--- src/rtl/fb_pkg.sv ---
`default_nettype none
// ============================================================================
// Module      : fb_pkg
// Description : Shared constants and types for the ping-pong frame buffer
//               controller (geometry, address width, write-queue entry).
// Revision    : 1.0 - initial release
// ============================================================================
package fb_pkg;

  // Frame buffer geometry (buffer is half the screen in each direction)
  localparam int H_RES     = 320;
  localparam int V_RES     = 240;
  localparam int SCREEN_W  = 640;
  localparam int SCREEN_H  = 480;

  // Bank address width: 320*240 = 76800 locations
  localparam int FB_ADDR_W = 17;

  // Palette index width carried in each queued write
  localparam int COLOR_W   = 4;

  // One queued pixel write from the drawing engine
  typedef struct packed {
    logic [8:0]         x;
    logic [7:0]         y;
    logic [COLOR_W-1:0] color;
  } fb_wr_t;

  // Bank select strobe: bit b selects bank b
  typedef logic [1:0] bank_sel_t;

  localparam bank_sel_t BANK_NONE = 2'b00;

  // A strobe is well formed when it is zero or one-hot
  function automatic logic strobe_ok(input bank_sel_t s);
    return (s != 2'b11);
  endfunction

endpackage
`default_nettype wire

--- src/rtl/fb_write_fifo.sv ---
`default_nettype none
// ============================================================================
// Module      : fb_write_fifo
// Description : Synchronous FIFO of pending pixel writes. Head is presented
//               combinationally; push is ignored when full, pop when empty.
// Revision    : 1.0 - initial release
// ============================================================================
module fb_write_fifo
  import fb_pkg::*;
#(
  parameter int DEPTH = 4   // power of 2, at least 2
)
(
  input  logic                   Clk,
  input  logic                   Reset,
  input  logic                   i_push,
  input  fb_wr_t                 i_data,
  input  logic                   i_pop,
  output fb_wr_t                 o_head,
  output logic                   o_full,
  output logic                   o_empty,
  output logic [$clog2(DEPTH):0] o_count
);

  localparam int c_PTR_W = $clog2(DEPTH);

  logic [c_PTR_W-1:0] r_wr_ptr;
  logic [c_PTR_W-1:0] r_rd_ptr;
  logic [c_PTR_W:0]   r_count;
  fb_wr_t             r_mem [DEPTH];

  logic               w_do_push;
  logic               w_do_pop;

  assign o_full    = (r_count == (c_PTR_W+1)'(DEPTH));
  assign o_empty   = (r_count == '0);
  assign o_count   = r_count;
  assign o_head    = r_mem[r_rd_ptr];

  // Full/empty come from the registered count, so a same-cycle pop never
  // makes room for a push and a same-cycle push never feeds a pop.
  assign w_do_push = i_push && !o_full;
  assign w_do_pop  = i_pop  && !o_empty;

  // Pointer and occupancy bookkeeping; pointers wrap naturally
  always_ff @(posedge Clk) begin
    if (Reset) begin
      r_wr_ptr <= '0;
      r_rd_ptr <= '0;
      r_count  <= '0;
    end else begin
      if (w_do_push) r_wr_ptr <= r_wr_ptr + 1'b1;
      if (w_do_pop)  r_rd_ptr <= r_rd_ptr + 1'b1;
      case ({w_do_push, w_do_pop})
        2'b10:   r_count <= r_count + 1'b1;
        2'b01:   r_count <= r_count - 1'b1;
        default: r_count <= r_count;
      endcase
    end
  end

  // Entry storage; contents are don't-care until written
  always_ff @(posedge Clk) begin
    if (w_do_push) r_mem[r_wr_ptr] <= i_data;
  end

endmodule
`default_nettype wire

--- src/rtl/fb_bank_ctrl.sv ---
`default_nettype none
// ============================================================================
// Module      : fb_bank_ctrl
// Description : Ping-pong frame buffer controller. Queues drawing-engine
//               writes and retires them in write slots; fetches the pixel
//               under the VGA beam in read slots; tracks bank swaps and
//               flags illegal slot strobes.
// Revision    : 1.0 - initial release
// ============================================================================
module fb_bank_ctrl #(
  parameter int H_RES      = 320,
  parameter int V_RES      = 240,
  parameter int COLOR_W    = 4,   // must match the queue entry colour width
  parameter int FIFO_DEPTH = 4
)
(
  input  logic               Clk,
  input  logic               Reset,
  input  logic [1:0]         we,
  input  logic [1:0]         re,
  input  logic [9:0]         DrawX,
  input  logic [9:0]         DrawY,
  input  logic               wr_valid,
  output logic               wr_ready,
  input  logic [8:0]         wr_x,
  input  logic [7:0]         wr_y,
  input  logic [COLOR_W-1:0] wr_color,
  output logic [16:0]        mem0_addr,
  output logic [16:0]        mem1_addr,
  output logic [COLOR_W-1:0] mem0_wdata,
  output logic [COLOR_W-1:0] mem1_wdata,
  output logic               mem0_wen,
  output logic               mem1_wen,
  input  logic [COLOR_W-1:0] mem0_rdata,
  input  logic [COLOR_W-1:0] mem1_rdata,
  output logic [COLOR_W-1:0] pix_color,
  output logic               frame_start,
  output logic               slot_err
);

  import fb_pkg::fb_wr_t;
  import fb_pkg::bank_sel_t;
  import fb_pkg::BANK_NONE;
  import fb_pkg::SCREEN_W;
  import fb_pkg::SCREEN_H;
  import fb_pkg::FB_ADDR_W;
  import fb_pkg::strobe_ok;

  localparam int c_CNT_W = $clog2(FIFO_DEPTH) + 1;

  // ---------------------------------------------------------------- signals
  bank_sel_t              r_bank;         // last non-zero write strobe
  logic                   r_fetch_pend;
  logic                   r_fetch_bank;   // 1 = bank 1
  logic                   r_blank_pend;
  logic [COLOR_W-1:0]     r_pix;
  logic                   r_slot_err;

  bank_sel_t              w_we;
  bank_sel_t              w_re;
  logic                   w_illegal;
  logic                   w_wr_slot;
  logic                   w_rd_slot;
  logic                   w_push;
  logic                   w_pop;
  logic                   w_head_in;
  logic                   w_wr_go;
  logic                   w_rd_in;
  logic                   w_fetch;
  logic                   w_blank;
  logic [FB_ADDR_W-1:0]   w_wr_addr;
  logic [FB_ADDR_W-1:0]   w_rd_addr;
  fb_wr_t                 w_wr_entry;
  fb_wr_t                 w_head;
  logic                   w_fifo_full;
  logic                   w_fifo_empty;
  logic [c_CNT_W-1:0]     w_fifo_count;

  // ------------------------------------------------------------ slot decode
  // Strobes are masked during Reset so every mem* output reads as idle.
  assign w_we      = Reset ? BANK_NONE : we;
  assign w_re      = Reset ? BANK_NONE : re;
  assign w_illegal = !strobe_ok(w_we) || !strobe_ok(w_re) ||
                     ((w_we != BANK_NONE) && (w_re != BANK_NONE));
  assign w_wr_slot = (w_we != BANK_NONE) && !w_illegal;
  assign w_rd_slot = (w_re != BANK_NONE) && !w_illegal;

  // ------------------------------------------------------------ write queue
  assign w_wr_entry = '{x: wr_x, y: wr_y, color: wr_color};

  // Ready follows the registered occupancy; the full flag also guards the
  // push so a stray wr_valid can never overwrite a live entry.
  assign wr_ready  = (w_fifo_count != c_CNT_W'(FIFO_DEPTH));
  assign w_push    = wr_valid && wr_ready && !w_fifo_full && !Reset;
  assign w_pop     = w_wr_slot && !w_fifo_empty;

  fb_write_fifo #(
    .DEPTH   (FIFO_DEPTH)
  ) u_fifo (
    .Clk     (Clk),
    .Reset   (Reset),
    .i_push  (w_push),
    .i_data  (w_wr_entry),
    .i_pop   (w_pop),
    .o_head  (w_head),
    .o_full  (w_fifo_full),
    .o_empty (w_fifo_empty),
    .o_count (w_fifo_count)
  );

  // Out-of-range entries are still popped, just never written
  assign w_head_in = (int'(w_head.x) < H_RES) && (int'(w_head.y) < V_RES);
  assign w_wr_go   = w_pop && w_head_in;
  assign w_wr_addr = FB_ADDR_W'(int'(w_head.y) * H_RES + int'(w_head.x));

  // ------------------------------------------------------------- read slot
  // Screen pixels map 2x2 onto buffer pixels
  assign w_rd_in   = (int'(DrawX) < SCREEN_W) && (int'(DrawY) < SCREEN_H);
  assign w_rd_addr = FB_ADDR_W'(int'(DrawY >> 1) * H_RES + int'(DrawX >> 1));
  assign w_fetch   = w_rd_slot && w_rd_in;
  assign w_blank   = w_rd_slot && !w_rd_in;

  // Bank port drive: only the selected bank sees a non-zero address
  always_comb begin
    mem0_addr  = '0;
    mem1_addr  = '0;
    mem0_wdata = '0;
    mem1_wdata = '0;
    mem0_wen   = 1'b0;
    mem1_wen   = 1'b0;
    if (w_wr_go) begin
      if (w_we[0]) begin
        mem0_addr  = w_wr_addr;
        mem0_wdata = w_head.color;
        mem0_wen   = 1'b1;
      end else begin
        mem1_addr  = w_wr_addr;
        mem1_wdata = w_head.color;
        mem1_wen   = 1'b1;
      end
    end
    if (w_fetch) begin
      if (w_re[0]) mem0_addr = w_rd_addr;
      else         mem1_addr = w_rd_addr;
    end
  end

  // Read pipeline: remember the slot outcome, then capture bank data a cycle later
  always_ff @(posedge Clk) begin
    if (Reset) begin
      r_fetch_pend <= 1'b0;
      r_fetch_bank <= 1'b0;
      r_blank_pend <= 1'b0;
      r_pix        <= '0;
    end else begin
      r_fetch_pend <= w_fetch;
      r_fetch_bank <= w_re[1];
      r_blank_pend <= w_blank;
      if (r_fetch_pend)      r_pix <= r_fetch_bank ? mem1_rdata : mem0_rdata;
      else if (r_blank_pend) r_pix <= '0;
    end
  end

  assign pix_color = r_pix;

  // Bank tracking: stored bank stays "none" until the first legal write slot
  always_ff @(posedge Clk) begin
    if (Reset)          r_bank <= BANK_NONE;
    else if (w_wr_slot) r_bank <= w_we;
  end

  assign frame_start = w_wr_slot && (r_bank != BANK_NONE) && (w_we != r_bank);

  // Sticky illegal-strobe flag, cleared only by Reset
  always_ff @(posedge Clk) begin
    if (Reset) r_slot_err <= 1'b0;
    else       r_slot_err <= r_slot_err | w_illegal;
  end

  assign slot_err = r_slot_err;

endmodule
`default_nettype wire

--- config.mk ---
export PLATFORM = sky130hd
export DESIGN_NAME = fb_bank_ctrl
export DESIGN_NICKNAME = d
export VERILOG_FILES = /design/src/rtl/fb_pkg.sv /design/src/rtl/fb_write_fifo.sv /design/src/rtl/fb_bank_ctrl.sv
export SDC_FILE = /design/constraint.sdc
export NUM_CORES = 1
export LEC_CHECK = 0
export ABC_AREA = 1
export BUFFER_PORTS_ARGS = -buffer_cell sky130_fd_sc_hd__buf_2
export CORE_UTILIZATION = 50
export DETAILED_ROUTE_END_ITERATION = 6
export GPL_TIMING_DRIVEN = 0
export PLACE_DENSITY_LB_ADDON = 0.25
export SYNTH_ARGS = -nofsm -noshare
export SYNTH_HDL_FRONTEND = slang
export SYNTH_SLANG_ARGS = --single-unit
--- constraint.sdc ---
create_clock -name Clk -period 3.5 [get_ports Clk]
set_input_delay 0.35 -clock Clk [delete_from_list [all_inputs] [get_ports Clk]]
set_output_delay 0.35 -clock Clk [all_outputs]
set_load 0.02 [all_outputs]
==> impl_metrics.yaml, run 1 <==
status:
  status: "complete, but fails checks"
  violations: "design-rule violations, negative setup slack"
global_route:
  grt_max_degree: 21
  antenna_found_initial: 0
  grt_pass1_wl_um: 24800
  grtUsageTotal_pct: 25.4
  grt_pass1_vias: 5212
  overflow: 0
sta:
  worst_slack_ns: -0.165
  fmax_ghz: 0.273
  slew_headroom_pct: 42.2
  period_share_pct: 105
  setup_violations: 10
  timing.final.crit_period_ns: 3.67
  tightest_slew_ns: 0.860
  hold_viol_final: 0
  maxSlewViolCount: 0
  clock_skew_ns: 0.00845
  rsz0062_at_grt: "true"
yosys:
  yosys_most_used_dff: "edfxtp_1"
  synth-edff-count: 84
  syn-instance-count: 663
  syn_area_um2: 6030
  syn_area_per_cell_um2: 9.10
  synth_warnings: 0
  async_flop_share_pct: 0
  synthDistinctLibCells: 43
  ys_ff_latch: 103
  ys_seq_area_share_pct: 48.1
  syn_nets: 761
clock_network:
  cts_max_level: 3
  cts_made_buffers: 9
  cts_tree: "done"
  path_clk_slew_ns: 0.08
  ctsHoldBuffers: 0
  numClockSinks: 103
  clkLatencyLatePin_ns: 0.35
  cts_root_buffer: "clkbuf_16"
  max-clock-path-buffers: 2
die:
  die_h_um: 112
  start_util_pct: 52.1
  core-area_um2: 11600
  die_area_um2: 12500
  boundaryPins: 107
  dieWidth_um: 112
  num_rows: 39
routing:
  drt-pass1-iter-count: 7
  wire_per_inst_um: 16.1
  drc: 9
  vias_per_cell: 5.50
  dr_total_vias: 5215
  drtAntennaViolNets: 0
  wl_um: 15200
  drtIter0Drc: 415
setup_path:
  arrival_ns: 3.32
  start_kind: "register"
  path_buf_inv: 6
  path_cells: "clkinv_4, buf_8, buf_12, o21ai_4, o22ai_4, ha_4, ha_4, fa_1, nand2_1, nor2_1, nand2_1, a21oi_2, nand3_2, buf_4, buf_6, nand2_4, o21ai_2, buf_6"
  endpoint_kind: "output pin"
  reg2reg_depth: 8
  slowest_delay_ns: 0.50
  worst-setup-path-type: "reg2out"
  required_ns: 3.15
  cp.depth: 18
  worstPathMaxFanout: 5
  crit_family: "adder cells"
  critical_path.slowest_cell: "fa_1"
hold_path:
  hold_class: "in2reg"
  holdPathStages: 1
layout:
  layout-drive-gt1-share_pct: 28.9
  n_antenna_cell: 0
  post-route-util_pct: 66.2
  area_growth_pct: 27.0
  final_nets: 899
  final_cells: 949
place:
  numPortBuffers: 103
  gp_congestion: 0.940
  place_inst: 913
  dp_hpwl_um: 11200
power:
  leakagePower_nw: 3.46
  p_per_area_nw_per_um2: 424
  vdd_ir_drop_max_mv: 0.558
flow_run:
  drv_cap: 0
-- layout make-up --
class	instances	area (µm²)
Inverter	74	295
Clock buffer	9	225
Buffer	15	193
Timing Repair Buffer	131	826
Tap cell	143	179
Multi-Input combinational cell	467	2960
Clock inverter	7	71.3
Sequential cell	103	2910
Fill cell	907	3910
-- Yosys cell counts (2+ instances only) --
master / n / area [µm²]
nor2_4: 2 / 22.5
nand4_2: 2 / 25.0
o22ai_1: 17 / 106
dfxtp_1: 19 / 380
nand4_1: 8 / 50.1
fa_1: 5 / 100
buf_2: 8 / 40.0
a31oi_1: 2 / 12.5
o21ai_1: 11 / 55.1
inv_2: 4 / 15.0
ha_1: 37 / 463
edfxtp_1: 84 / 2520
a21oi_1: 21 / 105
nor2_1: 60 / 225
o21ai_0: 43 / 215
o22ai_2: 7 / 87.6
nand2_1: 163 / 612
xor2_1: 7 / 61.3
nand3_1: 47 / 235
o21a_1: 4 / 30.0
buf_6: 8 / 90.1
xnor2_1: 5 / 43.8
inv_1: 69 / 259
clkbuf_1: 2 / 7.51
o21bai_1: 2 / 15.0
and3_1: 2 / 12.5
nand2_2: 5 / 31.3
a32o_1: 4 / 40.0
-- final timing paths --
| check | start | to | slack (ns) |
|---|---|---|---|
| worst max-delay path | register | mem1_addr[13] | -0.17 |
| worst min-delay path | wr_y[6] | u_fifo.r_mem[0][10] | 0.21 |
| worst max register to register | u_fifo.o_count[2] | u_fifo.o_count[1] | 1.29 |
| worst min register to register | pix_color[2] | pix_color[2] | 0.47 |
-- kinds of logic after synthesis --
kind of cell	after synthesis	share of synthesized area, %
compound gates	115	11.6
flops	103	48.1
simple gates	298	22.1
buf+inv	93	7.14
xor+xnor	12	1.74
fa+ha+maj	42	9.34
-- flip-flops by register name, summed over array words and instances, names as in the netlist, named ones only --
register         flops
r_bank               2
r_fetch_pend         1
r_blank_pend         1
u_fifo.r_mem        84
u_fifo.r_wr_ptr      2
slot_err             1
pix_color            4
u_fifo.o_count       3
u_fifo.r_rd_ptr      2
r_fetch_bank         1
-- through the flow --
step                      setup TNS (ns)  cell area (µm²)  setup slack [ns]  hold slack (ns)  power (mW)
final                             -0.831             7660            -0.165            0.210        3.25
after global routing               -2.68             7660            -0.339            0.205        3.40
after CTS                         -0.676             7580            -0.178            0.203        3.22
after detailed placement           -8.30             6820            -0.809            0.458        2.15
after global placement             -7.63             6740            -0.733            0.452        2.12
after floorplan                        0             6050            0.0110            0.449        1.95
-- where the power goes --
part	total, mW	switching (mW)	internal, mW
clock network	0.976	0.472	0.504
registers	1.38	0.0170	1.37
logic	0.891	0.535	0.356
-- repair_timing --
| item | in CTS | in global routing |
|---|---|---|
| cloned | 1 | 0 |
| endpoints found under the setup margin | 18 | 14 |
| pin swaps | 20 | 14 |
| buffers inserted | 20 | 3 |
| gates resized for setup | 76 | 19 |
-- layout by cell type, fill, tap and decap left out, types with 14 or more instances in the layout --
cell type	count
a21oi_1	20
buf_2	99
buf_4	23
dfxtp_1	18
edfxtp_1	84
ha_1	31
inv_1	68
nand2_1	158
nand3_1	45
nor2_1	49
o21ai_0	31
o21ai_1	14
-- routing by layer --
layer  global-route usage [%]  part of all wire [%]  vias to the layer above
li1                         -                     -                     2546
met1                     31.1                    39                     2422
met2                     44.6                    51                      215
met3                     4.35                   6.9                       32
met4                     9.46                   2.6                        0
met5                        0                     0                        -
Note: power is estimated with default switching activity, not from simulation.
==> inputs of run 2 (changes only) <==
--- a/config.mk
+++ b/config.mk
@@ -7,6 +7,7 @@
 export LEC_CHECK = 0
 export ABC_AREA = 1
 export BUFFER_PORTS_ARGS = -buffer_cell sky130_fd_sc_hd__buf_2
+export CORE_MARGIN = 2
 export CORE_UTILIZATION = 50
 export DETAILED_ROUTE_END_ITERATION = 6
 export GPL_TIMING_DRIVEN = 0
==> constraint.sdc (replaced) <==
create_clock -name Clk -period 3 [get_ports Clk]
set_input_delay 0.3 -clock Clk [delete_from_list [all_inputs] [get_ports Clk]]
set_output_delay 0.3 -clock Clk [all_outputs]
set_load 0.02 [all_outputs]
==> run 2 against run 1 <==
Against the previous run:
- the flow finishes with violations (negative setup slack)
- register-to-register slack lost 0.42 ns
- critical path depth shrank 1
- global-route usage shrank 1.5 points
- via count shrank 1.2%
- first-iteration DRC count shrank 5.5%
- total power grew 22%
- die area grew 3.6%
- clock power grew 21%
- clock-buffer cell count is the same
- final area grew 2.3%
- critical path type unchanged
==> impl_metrics.yaml, run 2 (synthesis gave the netlist of run 1 again) <==
status:
  status: "complete, but fails checks"
  violations: "negative setup slack"
flow_run:
  drv_cap: 0
sta:
  worst_slack_ns: -0.675
  hold_viol_final: 0
  fin_setup_tns_ns: -7.92
  fmax_ghz: 0.272
  clock_skew_ns: 0.00754
  period_share_pct: 123
  timing.final.crit_period_ns: 3.68
  slew_headroom_pct: 49.0
  setup_violations: 17
  rsz0062_at_grt: "true"
  maxSlewViolCount: 0
  tightest_slew_ns: 0.764
routing:
  dr_total_vias: 5151
  wire_per_inst_um: 16.5
  drc: 0
  drtIter0Drc: 392
  wl_um: 15800
  drtAntennaViolNets: 0
  drt-pass1-iter-count: 5
  vias_per_cell: 5.40
global_route:
  grt_max_degree: 19
  antenna_found_initial: 0
  grt_pass1_vias: 4976
  grt_pass1_wl_um: 23900
  grtUsageTotal_pct: 23.8
  overflow: 0
place:
  numPortBuffers: 103
  place_area_um2: 6930
  gp_congestion: 0.936
  dp_hpwl_um: 11300
setup_path:
  required_ns: 2.70
  arrival_ns: 3.38
  crit_top_cell: "nand2_2"
  worst-setup-path-type: "reg2out"
  path_cells: "clkinv_4, buf_8, clkbuf_16, o21ai_4, o22ai_4, ha_4, ha_4, fa_2, nand2_2, nor2_2, nand2_2, a21oi_2, nand3_2, o21bai_1, nand3_1, nand2_2, buf_6"
  reg2reg_depth: 8
  worstPathMaxFanout: 8
  r2r-end: "u_fifo.o_count[1]"
  critical_path.slowest_cell: "fa_2"
  start_kind: "register"
  endpoint_kind: "output pin"
  slowest_delay_ns: 0.57
  r2r_start: "u_fifo.o_count[2]"
  reg2reg_slack_ns: 0.87
power:
  p_per_area_nw_per_um2: 504
  finalPower_mw: 3.95
  vdd_ir_drop_max_mv: 0.424
  leakagePower_nw: 3.51
layout:
  area_growth_pct: 30.0
  final_nets: 900
  regArea_um2: 2910
  n_antenna_cell: 0
  final_common_cell: "nand2_1"
  top_register: "u_fifo.r_mem"
  fillers: 933
  layout-drive-gt1-share_pct: 30.7
  multiInputGateArea_um2: 3030
  fin_area_um2: 7840
  final_cell_mix: "nand2_1, buf_2, edfxtp_1, inv_1, nor2_1"
  post-route-util_pct: 65.8
  largest_register_ffs: 84
die:
  start_util_pct: 50.6
  die_area_um2: 13000
  num_rows: 40
  dieWidth_um: 114
  boundaryPins: 107
  die_h_um: 114
  core-area_um2: 11900
clock_network:
  cts_tree: "done"
  clkLatencyLatePin_ns: 0.34
  max-clock-path-buffers: 2
  path_clk_slew_ns: 0.07
  ctsHoldBuffers: 0
  cts_max_level: 3
  cts_made_buffers: 9
  numClockSinks: 103
  cts_root_buffer: "clkbuf_16"
hold_path:
  hold_class: "in2reg"
  holdPathStages: 1
  min_to: "u_fifo.r_mem[2][2]"
  min_from: "wr_color[2]"
-- run 2: repair_timing --
item	CTS	global route
pin swaps	25	22
cloned	1	1
setup endpoints to repair	20	20
gates resized for setup	65	36
hold endpoints to repair	0	0
setup buffers	18	6
-- run 2: cell type report --
| type | count | area share, % |
|---|---|---|
| plain buffers | 15 | 2.49 |
| flip-flops and latches | 103 | 37.1 |
| clock inverters | 7 | 1.02 |
| inverters | 74 | 3.77 |
| clock buffers | 9 | 2.87 |
| multi-input cells | 467 | 38.7 |
| well taps | 147 | 2.35 |
| repair buffers | 132 | 11.7 |
-- run 2: worst max-delay path by stage --
stage,endpoint,slack [ns],depth (start not counted),from
after global placement,mem1_addr[15],-0.96,18,register
after floorplan,mem0_addr[15],-0.27,17,register
after detailed placement,mem1_addr[15],-1.02,18,register
after global routing,mem1_addr[15],-0.84,17,register
final,mem1_addr[15],-0.68,17,register
after CTS,mem1_addr[15],-0.71,18,register
-- run 2: critical path, delay by kind of cell, from the launching register on --
family	cells	cell delay, ns
buffers and inverters	4	0.45
adder cells (fa/ha/maj)	3	0.99
AND/OR/NAND/NOR	6	0.54
AO/OA/AOI/OAI	4	0.68
flip-flops	1	0.37
-- run 2: metal layers --
metal  track usage (%)  part of all wire [%]  vias up
li1                  -                     -     2544
met1              28.5                    40     2421
met2              43.1                    52      156
met3              3.40                   5.0       30
met4              9.92                   2.9        0
met5                 0                     0        -
-- run 2: where the power goes --
group | leakage, nW | total [mW] | internal (mW) | switching [mW]
combinational | 2.44 | 1.15 | 0.474 | 0.679
clock | 0.148 | 1.18 | 0.657 | 0.525
sequential | 0.920 | 1.61 | 1.59 | 0.0206
total | 3.51 | 3.95 | 2.72 | 1.22
-- run 2: through the flow --
stage,setup WS (ns),hold WS (ns),std cells
2_1_floorplan,-0.273,0.399,663
3_3_place_gp,-0.956,0.450,913
3_5_place_dp,-1.02,0.456,917
4_1_cts,-0.712,0.160,949
5_1_grt,-0.844,0.164,954
6_report,-0.675,0.160,954
